<file path="src/rtl/note_event_sequencer_pkg.sv">
// Shared definitions for the note event sequencer: master state codes,
// default key count and the sequencer FSM state type.
package note_event_sequencer_pkg;

    // Master FSM state encoding as seen on master_state
    localparam int               MS_W               = 5;
    localparam logic [MS_W-1:0]  MS_STARTSCREEN     = 5'd0;
    localparam logic [MS_W-1:0]  MS_RECORD          = 5'd1;
    localparam logic [MS_W-1:0]  MS_PLAYBACK        = 5'd2;
    localparam logic [MS_W-1:0]  MS_RESTARTPLAYBACK = 5'd3;

    // Number of keyboard inputs tracked by default
    localparam int NUMBEROFKEYBOARDINPUTS = 16;

    // Sequencer FSM states
    typedef enum logic [2:0] {
        S_IDLE,
        S_REC,
        S_PB_FETCH,
        S_PB_LATCH,
        S_PB_WAIT,
        S_PB_DONE
    } seq_state_t;

endpackage

</file>
<file path="src/rtl/note_event_sequencer_lowest_set_bit.sv">
// Priority encoder: reports whether any bit of i_vec is set and the index
// of the lowest set bit.
module note_event_sequencer_lowest_set_bit #(
    parameter int W     = 16,
    parameter int IDX_W = $clog2(W)
) (
    input  logic [W-1:0]     i_vec,
    output logic             o_valid,
    output logic [IDX_W-1:0] o_idx
);

    // Scan from the top down so the lowest set bit is the last one to win
    always_comb begin
        // NOTE: every output gets a value before any branch so no path infers a latch.
        o_valid = |i_vec;
        o_idx   = '0;
        for (int i = W - 1; i >= 0; i--) begin
            if (i_vec[i]) begin
                o_idx = IDX_W'(i);
            end
        end
    end

endmodule

</file>
<file path="src/rtl/note_event_sequencer.sv">
// Record/playback engine. RECORD turns key-state changes into timestamped
// {ts, key_idx, pressed} words written to an external event RAM; PLAYBACK
// reads them back and applies each to pb_keys once time_now reaches its stamp.
module note_event_sequencer
    import note_event_sequencer_pkg::*;
#(
    parameter int NUM_KEYS = NUMBEROFKEYBOARDINPUTS,
    parameter int KEY_W    = $clog2(NUM_KEYS),
    parameter int TS_W     = 20,
    parameter int ADDR_W   = 10,
    parameter int WORD_W   = TS_W + KEY_W + 1
) (
    input  logic                clk,
    input  logic                resetn,
    input  logic [MS_W-1:0]     i_master_state,
    input  logic [NUM_KEYS-1:0] i_key_state,
    input  logic [TS_W-1:0]     i_time_now,
    output logic [ADDR_W-1:0]   o_mem_addr,
    output logic [WORD_W-1:0]   o_mem_wdata,
    output logic                o_mem_we,
    input  logic [WORD_W-1:0]   i_mem_rdata,
    output logic [NUM_KEYS-1:0] o_pb_keys,
    output logic                o_pb_done,
    output logic                o_rec_full,
    output logic [ADDR_W:0]     o_event_count
);

    localparam logic [ADDR_W:0] DEPTH   = {1'b1, {ADDR_W{1'b0}}};
    localparam logic [ADDR_W:0] CNT_ONE = {{ADDR_W{1'b0}}, 1'b1};

    seq_state_t          r_state, w_state_nxt, w_pb_start;
    logic [NUM_KEYS-1:0] r_prev_keys, w_prev_keys;
    logic [NUM_KEYS-1:0] r_pending, w_pending;
    logic [NUM_KEYS-1:0] r_pb_keys, w_pb_keys;
    logic [ADDR_W:0]     r_rd_ptr, w_rd_ptr, w_rd_ptr_inc;
    logic [ADDR_W:0]     r_event_count, w_event_count;
    logic [TS_W-1:0]     r_ev_ts, w_ev_ts;
    logic [KEY_W-1:0]    r_ev_idx, w_ev_idx;
    logic                r_ev_pressed, w_ev_pressed;
    logic                r_pb_done, w_pb_done;
    logic                r_rec_full, w_rec_full;

    logic [NUM_KEYS-1:0] w_changes;
    logic [NUM_KEYS-1:0] w_lsb_mask;
    logic                w_lsb_valid;
    logic [KEY_W-1:0]    w_lsb_idx;

    // Keys still waiting to be written plus keys that changed this cycle
    assign w_changes    = r_pending | (i_key_state ^ r_prev_keys);
    assign w_lsb_mask   = {{(NUM_KEYS-1){1'b0}}, 1'b1} << w_lsb_idx;
    assign w_rd_ptr_inc = r_rd_ptr + CNT_ONE;
    assign w_pb_start   = (r_event_count == '0) ? S_PB_DONE : S_PB_FETCH;

    note_event_sequencer_lowest_set_bit #(
        .W     (NUM_KEYS),
        .IDX_W (KEY_W)
    ) u_lowest_set_bit (
        .i_vec   (w_changes),
        .o_valid (w_lsb_valid),
        .o_idx   (w_lsb_idx)
    );

    // Next-state, next-datapath and RAM port decode driven by master_state
    always_comb begin
        w_state_nxt   = r_state;
        w_prev_keys   = r_prev_keys;
        w_pending     = r_pending;
        w_pb_keys     = r_pb_keys;
        w_rd_ptr      = r_rd_ptr;
        w_event_count = r_event_count;
        w_ev_ts       = r_ev_ts;
        w_ev_idx      = r_ev_idx;
        w_ev_pressed  = r_ev_pressed;
        w_pb_done     = r_pb_done;
        w_rec_full    = r_rec_full;
        o_mem_we      = 1'b0;
        o_mem_addr    = '0;
        o_mem_wdata   = '0;

        if (i_master_state == MS_RECORD) begin
            if (r_state != S_REC) begin
                // New session: forget the old recording, snapshot the keys
                w_state_nxt   = S_REC;
                w_event_count = '0;
                w_rec_full    = 1'b0;
                w_pending     = '0;
                w_prev_keys   = i_key_state;
                w_pb_keys     = '0;
                w_pb_done     = 1'b0;
                w_rd_ptr      = '0;
            end else begin
                // One event per cycle; the chosen key leaves pending even when dropped
                w_prev_keys = i_key_state;
                w_pending   = w_changes & ~w_lsb_mask;
                if (w_lsb_valid) begin
                    if (r_event_count == DEPTH) begin
                        w_rec_full = 1'b1;
                    end else begin
                        o_mem_we      = 1'b1;
                        o_mem_addr    = r_event_count[ADDR_W-1:0];
                        o_mem_wdata   = {i_time_now, w_lsb_idx, i_key_state[w_lsb_idx]};
                        w_event_count = r_event_count + CNT_ONE;
                    end
                end
            end
        end else if (i_master_state == MS_PLAYBACK || i_master_state == MS_RESTARTPLAYBACK) begin
            if (r_state == S_IDLE || r_state == S_REC || i_master_state == MS_RESTARTPLAYBACK) begin
                // (Re)start replay from the first stored event
                w_state_nxt = w_pb_start;
                w_rd_ptr    = '0;
                w_pb_keys   = '0;
                w_pb_done   = (r_event_count == '0);
            end else begin
                unique case (r_state)
                    S_PB_FETCH: begin
                        o_mem_addr  = r_rd_ptr[ADDR_W-1:0];
                        w_state_nxt = S_PB_LATCH;
                    end
                    S_PB_LATCH: begin
                        w_ev_ts      = i_mem_rdata[WORD_W-1 -: TS_W];
                        w_ev_idx     = i_mem_rdata[1 +: KEY_W];
                        w_ev_pressed = i_mem_rdata[0];
                        w_state_nxt  = S_PB_WAIT;
                    end
                    S_PB_WAIT: begin
                        if (i_time_now >= r_ev_ts) begin
                            w_pb_keys[r_ev_idx] = r_ev_pressed;
                            w_rd_ptr            = w_rd_ptr_inc;
                            if (w_rd_ptr_inc == r_event_count) begin
                                w_pb_done   = 1'b1;
                                w_state_nxt = S_PB_DONE;
                            end else begin
                                w_state_nxt = S_PB_FETCH;
                            end
                        end
                    end
                    default: begin
                        w_pb_done = 1'b1;
                    end
                endcase
            end
        end else begin
            // Start screen or unrecognised code: park, keep the recording
            w_state_nxt = S_IDLE;
            w_pb_keys   = '0;
            w_pb_done   = 1'b0;
        end
    end

    // FSM state register
    always_ff @(posedge clk) begin
        // NOTE: registers take non-blocking assignments so every flop samples pre-edge values.
        if (!resetn) begin
            r_state <= S_IDLE;
        end else begin
            r_state <= w_state_nxt;
        end
    end

    // Datapath registers: key tracking, pointers, latched event, status
    always_ff @(posedge clk) begin
        if (!resetn) begin
            r_prev_keys   <= '0;
            r_pending     <= '0;
            r_pb_keys     <= '0;
            r_rd_ptr      <= '0;
            r_event_count <= '0;
            r_ev_ts       <= '0;
            r_ev_idx      <= '0;
            r_ev_pressed  <= 1'b0;
            r_pb_done     <= 1'b0;
            r_rec_full    <= 1'b0;
        end else begin
            r_prev_keys   <= w_prev_keys;
            r_pending     <= w_pending;
            r_pb_keys     <= w_pb_keys;
            r_rd_ptr      <= w_rd_ptr;
            r_event_count <= w_event_count;
            r_ev_ts       <= w_ev_ts;
            r_ev_idx      <= w_ev_idx;
            r_ev_pressed  <= w_ev_pressed;
            r_pb_done     <= w_pb_done;
            r_rec_full    <= w_rec_full;
        end
    end

    assign o_pb_keys     = r_pb_keys;
    assign o_pb_done     = r_pb_done;
    assign o_rec_full    = r_rec_full;
    assign o_event_count = r_event_count;

endmodule
</file>
<file path="config.mk">
export PLATFORM = sky130hd
export DESIGN_NAME = note_event_sequencer
export DESIGN_NICKNAME = d
export VERILOG_FILES = /design/src/rtl/note_event_sequencer_pkg.sv /design/src/rtl/note_event_sequencer_lowest_set_bit.sv /design/src/rtl/note_event_sequencer.sv
export SDC_FILE = /design/constraint.sdc
export NUM_CORES = 1
export LEC_CHECK = 0
export ABC_AREA = 1
export CORE_MARGIN = 1
export CORE_UTILIZATION = 51
export CTS_CLUSTER_DIAMETER = 200
export DETAILED_ROUTE_END_ITERATION = 10
export MAX_ROUTING_LAYER = met4
export PLACE_DENSITY = 0.83
export SETUP_SLACK_MARGIN = 0.5
export SLEW_MARGIN = 10
export SYNTH_ARGS = -nofsm -noshare
export SYNTH_HDL_FRONTEND = slang
export SYNTH_SLANG_ARGS = --single-unit
</file>
<file path="constraint.sdc">
create_clock -name clk -period 3.3 [get_ports clk]
set_input_delay 0.66 -clock clk [delete_from_list [all_inputs] [get_ports clk]]
set_output_delay 0.66 -clock clk [all_outputs]
set_load 0.05 [all_outputs]
</file>
==> flow_metrics.tcl, run 1 <==
set metrics [dict create \
    status "complete, but fails checks" \
    failed_checks "setup timing" \
    max_freq_mhz 285 \
    synthArstFlopShare_pct 0 \
    power.share.switching_pct 28.4 \
    critical_path_class "in2out" \
    fin_crit_sh_pct 106 \
    antenna_found_initial 0 \
    clkPwrFrac_pct 39.6 \
    synth_area_sq_um 6020 \
    drtIter0Drc 562 \
    p_sw_mw 0.810 \
    drive_above_1_share_pct 30.0 \
    pwr-share-seq_pct 43.0 \
    wl_met3_um 1480 \
    min_to "r_pending[0]" \
    route.met2.wl_um 10800 \
    grt_pass1_wl_um 33800 \
    holdPathStages 2 \
    drv_slew 0 \
    htree_levels 3 \
    cp-startpoint "i_key_state[11]" \
    required_ps 2640 \
    grt_max_degree 37 \
    syn_avg_cell_area_sq_um 6.61 \
    cts_sinks 100 \
    ios 133 \
    rr_endpoint "r_state[0]" \
    slew_headroom_pct 61.8 \
    row_count 39 \
    grt_remaining_overflow 0 \
    min-delay-start "r_pending[0]" \
    worstReg2RegStart "r_rd_ptr[2]" \
    min_period_ps 3510 \
    ys_seq_elements 100 \
    cts_hold_buf 0 \
    startpoint_type "input port" \
    portBuffers 132 \
    netlist_instances 910 \
    p_leak_nw 3.94 \
    drtAntennaViolNets 0 \
    intPower_mw 2.05 \
    chipWidth_um 111 \
    wl_met1_um 8600 \
    yosysSeqAreaShare_pct 33.3 \
    fin_ws_ps -212 \
    ir_drop_mv 0.380 \
    design.core.area_sq_um 11500 \
    clk_pin_slew_ps 70 \
    wl_per_cell_um 17.1 \
    die_y_um 111 \
    fin_setup_tns_ps -212 \
    diodes 0 \
    dr.pass1.iters 5 \
    synth_warnings 0 \
    whs_ps 460 \
    top_layer "met4" \
    total_power_mw 2.86 \
    netlist_top_cells_count "144 x nand2_1, 129 x nor2_1, 111 x inv_1" \
    yosysTopAreaCellShare_pct 33.3 \
    power_frac_comb_pct 17.3 \
    synth_edf_count 0 \
    vias 7372 \
    cap_violations 0 \
    min_path_type "reg2reg" \
    grt_pass1_vias 7085 \
    synth.net_count 1001 \
    end_kind "primary output" \
    critical_path_arrival_ps 2850 \
    pre_cts_slack_ps -446 \
    grt_usage_pct 35.0 \
    gp_congestion 0.951 \
    synth_cell_types 45 \
    ys.flop_type "dfxtp_1" \
    yosys-top-cells-area "dfxtp_1 33%, nand2_1 9.0%, nor2_1 8.0%" \
    synth.most_common_cell "nand2_1" \
    wl_um 21700 \
    dieArea_sq_um 12200 \
    cts_root_buf "clkbuf_16" \
    finClkSkew_ps 9.07 \
    clockBufferDepth 2 \
    cp_max_fo 3 \
    clk_latency_ps 370 \
    final_nets 1213 \
    area_growth_pct 62.7 \
    start_util_pct 52.5 \
    tightest_slew_ps 568 \
    power.density_nw_per_um2 292 \
    drc 0 \
    hold_viol 0 \
    cts-buffers-inserted 9 \
    vias_per_cell 5.80 \
    cts_tree "yes" \
    dp_hpwl_um 14000 \
    rsz0062_at_grt "yes" \
    synth_top_area_cell "dfxtp_1" \
    fillCellCount 657 \
    rrSetupSlack_ps 590 \
    r2r_cells 13 \
    finalSetupViolations 1 \
]
power by group through the flow:
stage	logic (mW)	clock network [mW]	registers (mW)
after CTS	0.439	1.13	1.23
final	0.495	1.13	1.23
after detailed placement	0.389	0	1.25
after global routing	0.530	1.18	1.23
after global placement	0.380	0	1.25
after floorplan	0.195	0	1.26
worst max path at each step:
| stage | depth (start not counted) | slack, ps | end |
|---|---|---|---|
| after floorplan | 8 | 50 | o_mem_addr[1] |
| after global placement | 25 | -430 | o_mem_wdata[0] |
| after detailed placement | 19 | -450 | o_mem_wdata[0] |
| after CTS | 22 | -70 | o_mem_wdata[0] |
| after global routing | 23 | -310 | o_mem_wdata[0] |
| final | 22 | -210 | o_mem_wdata[0] |
critical path, cell delays in order:
cell and delay, ps:
buf_6 100, inv_4 40, nor2_2 30, or2_1 230, a21oi_2 200, nand2_1 90
nand2_2 80, nand2_1 70, nand2_1 80, nand2_1 80, nand2_1 70, nand2_1 50
nand2_1 80, nand2_2 100, nand4_1 110, nand2_1 80, nor2_2 130, nand3_1 100
nand3_1 100, nand2_2 80, nor2_4 140, buf_12 150
placed cells by master, fill, tap and decap left out, drive strengths merged, types with 8 or more instances in the layout:
master | synthesis | routed
a21oi | 105 | 105
a211oi | 9 | 9
nor2 | 133 | 133
dlygate4sd2 | 0 | 8
nor3 | 45 | 45
o22ai | 8 | 8
or2 | 9 | 9
buf | 8 | 148
xor2 | 15 | 15
clkdlybuf4s50 | 0 | 71
nand2 | 149 | 149
ha | 23 | 23
nand3 | 34 | 35
dfxtp | 100 | 100
clkbuf | 24 | 10
nand4 | 11 | 11
o21ai | 87 | 87
inv | 122 | 124
final cells by class:
| cell class | instances | area [sq um] | area share (%) |
|---|---|---|---|
| timing repair buffer | 232 | 2590 | 26.5 |
| sequential | 100 | 2010 | 20.6 |
| clock inverter | 7 | 83.8 | 0.856 |
| tap | 143 | 179 | 1.83 |
| inverter | 124 | 478 | 4.88 |
| multi-input combinational | 655 | 4220 | 43.1 |
| clock buffer | 9 | 225 | 2.30 |
metal layers:
layer  vias up  track usage, %
met3        90            4.61
li1       3422               -
met2       401            58.2
met5         -               -
met4         0            17.1
met1      3459            41.7
repair_timing:
item	in CTS	in global routing
resized for setup	150	74
buffers inserted	18	6
endpoints found under the setup margin	75	66
gates cloned	3	1
pin swaps	71	55
logic make-up after synthesis:
logic type | synth area share [%]
buffers and inverters | 10.1
AND/OR/NAND/NOR | 29.2
AO/OA/AOI/OAI | 20.4
adder cells (fa/ha/maj) | 4.78
flip-flops | 33.3
XOR/XNOR | 2.18
sequential cells by signal, indices dropped and copies added (netlist names):
register / cells
r_rd_ptr: 11
o_pb_done: 1
r_ev_ts: 20
r_pending: 16
r_state: 3
r_ev_pressed: 1
r_prev_keys: 16
o_rec_full: 1
o_event_count: 11
o_pb_keys: 16
r_ev_idx: 4
per-stage QoR:
stage	utilization (%)	std cells	cell area [sq um]
detailed placement	76.2	1226	8740
global route	85.4	1270	9790
CTS	82.9	1263	9510
finish	85.4	1270	9790
global placement	76.2	1226	8740
floorplan	-	910	6420
No activity file was read; power rests on OpenSTA's default activity.
==> inputs of run 2 (changes only) <==
--- a/config.mk
+++ b/config.mk
@@ -5,7 +5,6 @@
 export SDC_FILE = /design/constraint.sdc
 export NUM_CORES = 1
 export LEC_CHECK = 0
-export ABC_AREA = 1
 export CORE_MARGIN = 1
 export CORE_UTILIZATION = 51
 export CTS_CLUSTER_DIAMETER = 200
==> flow_metrics.tcl, run 2 <==
set metrics [dict create \
    drtAntennaViolNets 0 \
    fin_ws_ps -431 \
    end_kind "primary output" \
    wl_per_cell_um 20.2 \
    critical_path_arrival_ps 3070 \
    finalSetupViolations 32 \
    wl_um 22700 \
    dr.pass1.iters 6 \
    gp_congestion 0.928 \
    cts-buffers-inserted 9 \
    final_common_cell "nand2_1" \
    synth_warnings 0 \
    design_area_sq_um 9690 \
    total_power_mw 2.78 \
    final_cell_mix "133 x nand2_1, 95 x dfxtp_1, 89 x buf_4" \
    required_ps 2640 \
    syn_avg_cell_area_sq_um 7.69 \
    tightest_slew_ps 854 \
    ys.flop_type "dfxtp_1" \
    ys_seq_elements 100 \
    design.core.area_sq_um 11000 \
    placed_area_sq_um 8440 \
    critical_path_class "in2out" \
    synth.net_count 857 \
    netlist_top_cells_count "135 x nand2_1, 100 x dfxtp_1, 69 x a21oi_1" \
    hold_viol 0 \
    ios 133 \
    netlist_instances 766 \
    antenna_found_initial 0 \
    diodes 0 \
    dp_hpwl_um 14200 \
    cap_violations 0 \
    vias 6947 \
    status "complete, but fails checks" \
    clk_latency_ps 360 \
    cp_max_fo 4 \
    grt_usage_pct 35.5 \
    synth_edf_count 0 \
    whs_ps 456 \
    cts_tree "yes" \
    chipWidth_um 109 \
    power.density_nw_per_um2 287 \
    drv_slew 0 \
    min_path_type "reg2reg" \
    synth_top_area_cell "dfxtp_1" \
    htree_levels 3 \
    yosysSeqAreaShare_pct 34.0 \
    grt_remaining_overflow 0 \
    yosys-top-cells-area "dfxtp_1 34%, nand2_1 8.6%, a21oi_1 5.9%" \
    regMostFlops "r_ev_ts" \
    synth.most_common_cell "nand2_1" \
    yosysTopAreaCellShare_pct 34.0 \
    dp.cells 1071 \
    drive_above_1_share_pct 31.0 \
    startpoint_type "input port" \
    clk_pin_slew_ps 60 \
    row_count 38 \
    slew_headroom_pct 42.9 \
    clockBufferDepth 2 \
    p_leak_nw 3.63 \
    fin_crit_sh_pct 113 \
    final_nets 1071 \
    max_freq_mhz 268 \
    dieArea_sq_um 12000 \
    grt_max_degree 44 \
    failed_checks "setup timing" \
    cts_hold_buf 0 \
    finClkSkew_ps 8.15 \
    grt_pass1_vias 6356 \
    cts_sinks 100 \
    die_y_um 109 \
    rsz0062_at_grt "yes" \
    synth_cell_types 69 \
    synth_area_sq_um 5890 \
    drc 0 \
    portBuffers 132 \
    final_cells 1124 \
    synthArstFlopShare_pct 0 \
    grt_pass1_wl_um 31800 \
    fillCellCount 550 \
    cts_root_buf "clkbuf_16" \
    largest_reg_flops 20 \
    min_period_ps 3730 \
    fin_util_pct 87.9 \
    area_growth_pct 64.5 \
    vias_per_cell 6.18 \
    ir_drop_mv 0.314 \
    drtIter0Drc 633 \
    start_util_pct 53.4 \
]
[run 2: changes by cell type after synthesis, moves of 17 or more]
cell | previous run | this run
nand3_1 | 33 | 16
a21oi_1 | 93 | 69
and2_1 | 0 | 24
o21ai_0 | 73 | 31
nor2_1 | 129 | 64
nor3_1 | 43 | 10
inv_1 | 111 | 29
[run 2: what timing repair did]
item	CTS	global route
endpoints found under the hold margin	0	0
pin swaps	70	32
gates resized for setup	157	62
gates cloned	1	0
buffers inserted	33	4
endpoints found under the setup margin	82	71
[run 2: power breakdown]
group / internal (mW) / switching, mW
logic: 0.236 / 0.220
registers: 1.21 / 0.00519
clock network: 0.594 / 0.516
total: 2.04 / 0.740
[run 2: layout make-up]
cell class / count / area (sq um) / area share, %
Inverter: 31 / 134 / 1.38
Clock buffer: 9 / 225 / 2.32
Tap cell: 140 / 175 / 1.81
Multi-Input combinational cell: 593 / 4380 / 45.2
Clock inverter: 6 / 73.8 / 0.762
Timing Repair Buffer: 245 / 2690 / 27.8
Sequential cell: 100 / 2010 / 20.7
[run 2: metal layers]
layer | vias to the layer above | track usage [%] | share of wire (%)
met4 | 0 | 14.6 | 3.4
met3 | 85 | 5.93 | 7.7
met2 | 425 | 58.6 | 49
li1 | 3128 | - | -
met5 | - | - | 0
met1 | 3309 | 43.1 | 40
[run 2: cells by family after synthesis]
family | after synthesis | share of synthesized area [%]
and+or+nand+nor | 316 | 25.8
AOI/OAI and AO/OA | 205 | 23.2
DFF | 100 | 34.0
buffers and inverters | 73 | 4.76
xor gates and xnor gates | 45 | 6.69
adders and majority gates | 23 | 4.88
muxes | 4 | 0.701
[run 2: worst paths after layout]
path | cells after the start | slack, ps | end | start
setup / recovery | 11 | -430 | o_mem_wdata[0] | i_key_state[12]
hold / removal | 2 | 460 | r_ev_ts[6] | r_ev_ts[6]
setup reg to reg | 14 | 410 | r_pending[4] | r_prev_keys[12]
hold reg to reg | 2 | 460 | r_ev_ts[6] | r_ev_ts[6]
[run 2: critical path: stages]
cell and delay (ps):
buf_6 100, xor2_2 140, or2_4 260, o311a_1 410, nor2_2 150, or3b_4 410, o21a_1 240, a31oi_2 210
o221ai_2 140, o2111a_2 200, buf_12 150
[run 2: stage by stage]
step / TNS [ps] / setup slack (ps)
detailed placement: -13180 / -695
finish: -1880 / -431
global route: -2810 / -498
CTS: -296 / -296
global placement: -11140 / -644
floorplan: 0 / 50.5
==> inputs of run 3 (changes only) <==
--- a/config.mk
+++ b/config.mk
@@ -6,13 +6,15 @@
 export NUM_CORES = 1
 export LEC_CHECK = 0
 export CORE_MARGIN = 1
-export CORE_UTILIZATION = 51
+export CORE_UTILIZATION = 53
+export CTS_BUF_LIST = sky130_fd_sc_hd__clkbuf_4 sky130_fd_sc_hd__clkbuf_8
 export CTS_CLUSTER_DIAMETER = 200
 export DETAILED_ROUTE_END_ITERATION = 10
 export MAX_ROUTING_LAYER = met4
-export PLACE_DENSITY = 0.83
-export SETUP_SLACK_MARGIN = 0.5
+export PLACE_DENSITY = 0.85
+export SETUP_SLACK_MARGIN = 0.02
 export SLEW_MARGIN = 10
 export SYNTH_ARGS = -nofsm -noshare
 export SYNTH_HDL_FRONTEND = slang
+export SYNTH_HIERARCHICAL = 1
 export SYNTH_SLANG_ARGS = --single-unit
==> flow_metrics.tcl, run 3 <==
set metrics [dict create \
    syn_avg_cell_area_sq_um 7.61 \
    area_growth_pct 49.9 \
    synth_warnings 6 \
    drtIter0Drc 706 \
    top_layer "met4" \
    ir_drop_mv 0.444 \
    dieArea_sq_um 11700 \
    dr.pass1.iters 7 \
    finalSetupViolations 36 \
    design.core.area_sq_um 10900 \
    dp_hpwl_um 14000 \
    yosys-top-cells-area "dfxtp_1 34%, nand2_1 8.4%, a21oi_1 7.2%" \
    dp.cells 1075 \
    drv_slew 0 \
    clockBufferDepth 2 \
    cts_hold_buf 0 \
    ys.flop_type "dfxtp_1" \
    final_cell_mix "132 x nand2_1, 97 x dfxtp_1, 83 x a21oi_1" \
    synth.most_common_cell "nand2_1" \
    synth.net_count 873 \
    vias_per_cell 6.22 \
    min_path_type "reg2reg" \
    row_count 38 \
    ios 133 \
    clk_pin_slew_ps 90 \
    slew_headroom_pct 56.2 \
    fin_crit_sh_pct 115 \
    power.density_nw_per_um2 280 \
    holdPathStages 2 \
    min_to "r_ev_ts[1]" \
    synth_cell_types 60 \
    wl_per_cell_um 19.3 \
    rr_endpoint "o_event_count[8]" \
    cts_root_buf "clkbuf_8" \
    end_kind "primary output" \
    grt_pass1_vias 7002 \
    start_util_pct 54.7 \
    route.met2.wl_um 10900 \
    final_cells 1111 \
    fin_setup_tns_ps -4830 \
    tightest_slew_ps 653 \
    rsz0062_at_grt "yes" \
    cts_sinks 100 \
    p_leak_nw 3.36 \
    gp_congestion 0.963 \
    grt_remaining_overflow 0 \
    synth_edf_count 0 \
    vias 6908 \
    cp_max_fo 3 \
    yosysTopAreaCellShare_pct 33.6 \
    wl_met3_um 1390 \
    synth_top_area_cell "dfxtp_1" \
    die_y_um 108 \
    failed_checks "setup timing" \
    cap_violations 0 \
    required_ps 2640 \
    synth_area_sq_um 5950 \
    whs_ps 466 \
    worstReg2RegStart "r_prev_keys[10]" \
    yosysSeqAreaShare_pct 33.6 \
    cts-buffers-inserted 9 \
    max_freq_mhz 263 \
    regMostFlops "r_ev_ts" \
    rrSetupSlack_ps 380 \
    clk_latency_ps 380 \
    drc 0 \
    ys_seq_elements 100 \
    fin_util_pct 82.0 \
    final_common_cell "nand2_1" \
    wl_um 21400 \
    drtAntennaViolNets 0 \
    status "complete, but fails checks" \
    critical_path_class "in2out" \
    fin_ws_ps -495 \
    grt_usage_pct 38.6 \
    grt_pass1_wl_um 34200 \
    portBuffers 132 \
    finClkSkew_ps 17.9 \
    netlist_instances 782 \
    r2r_cells 16 \
    netlist_top_cells_count "133 x nand2_1, 100 x dfxtp_1, 86 x a21oi_1" \
    startpoint_type "input port" \
    chipWidth_um 108 \
    synthArstFlopShare_pct 0 \
    largest_reg_flops 20 \
    drive_above_1_share_pct 23.7 \
    final_nets 1057 \
    critical_path_arrival_ps 3140 \
    min_period_ps 3800 \
    diodes 0 \
    wl_met1_um 8030 \
    min-delay-start "r_ev_ts[1]" \
    cts_tree "yes" \
    grt_max_degree 42 \
    hold_viol 0 \
    antenna_found_initial 0 \
    htree_levels 3 \
]
==> run 3: cell count changes after synthesis, sizes merged, moves of 12 or more <==
cell,change
xor2,-23
a32oi,+17
xnor2,+17
nand3,+12
o311ai,-20
a21oi,+14
==> run 3: worst max-delay path by stage <==
stage | start | endpoint | slack (ps)
2_1_floorplan | i_key_state[14] | o_mem_wdata[0] | -200
3_3_place_gp | i_key_state[14] | o_mem_wdata[0] | -790
3_5_place_dp | i_key_state[12] | o_mem_wdata[0] | -820
4_1_cts | i_key_state[14] | o_mem_wdata[0] | -480
5_1_grt | i_key_state[8] | o_mem_wdata[0] | -580
6_report | i_key_state[15] | o_mem_wdata[0] | -500
==> run 3: metrics by stage <==
step	worst slack, ps	area [sq um]	power (mW)
floorplan	-204	5980	1.37
global placement	-786	8170	1.54
detailed placement	-819	8170	1.55
CTS	-478	8820	2.46
global route	-579	8920	2.57
finish	-495	8920	2.49
==> run 3: report_power, final <==
group	total (mW)	leakage, nW	switching, mW	internal, mW
Clock	0.899	0.115	0.455	0.444
Combinational	0.382	2.43	0.183	0.199
Sequential	1.21	0.807	0.00415	1.21
==> run 3: routing by layer <==
layer,up-vias,track usage [%]
met2,394,65.3
met4,0,23.6
met5,-,-
met1,3293,42.1
met3,116,6.93
li1,3105,-
==> run 3: critical path: stages <==
cell	delay, ps
buf_6	100
xnor2_2	130
nand2b_1	150
a21oi_2	90
o311a_1	310
o22ai_2	220
buf_4	160
mux4_2	490
mux4_2	490
and2_4	180
buf_12	140
==> run 3: final cells by class <==
class / instances / area [sq um]
Clock buffer: 10 / 131
Multi-Input combinational cell: 609 / 3980
Tap cell: 140 / 175
Sequential cell: 100 / 2010
Timing Repair Buffer: 216 / 2420
Fill cell: 678 / 1960
Inverter: 30 / 113
Clock inverter: 6 / 95.1
==> run 3: kinds of logic after synthesis <==
group	share of synthesized area (%)
compound gates	19.4
xor+xnor	5.74
fa+ha+maj	4.83
buf+inv	4.69
flops	33.6
mux	2.56
simple gates	29.2
==> run 3: timing repair <==
action	in CTS	in global routing
gates resized for setup	118	38
setup endpoints to repair	36	37
buffers inserted	18	4
gates cloned	3	0
pin swaps	31	23
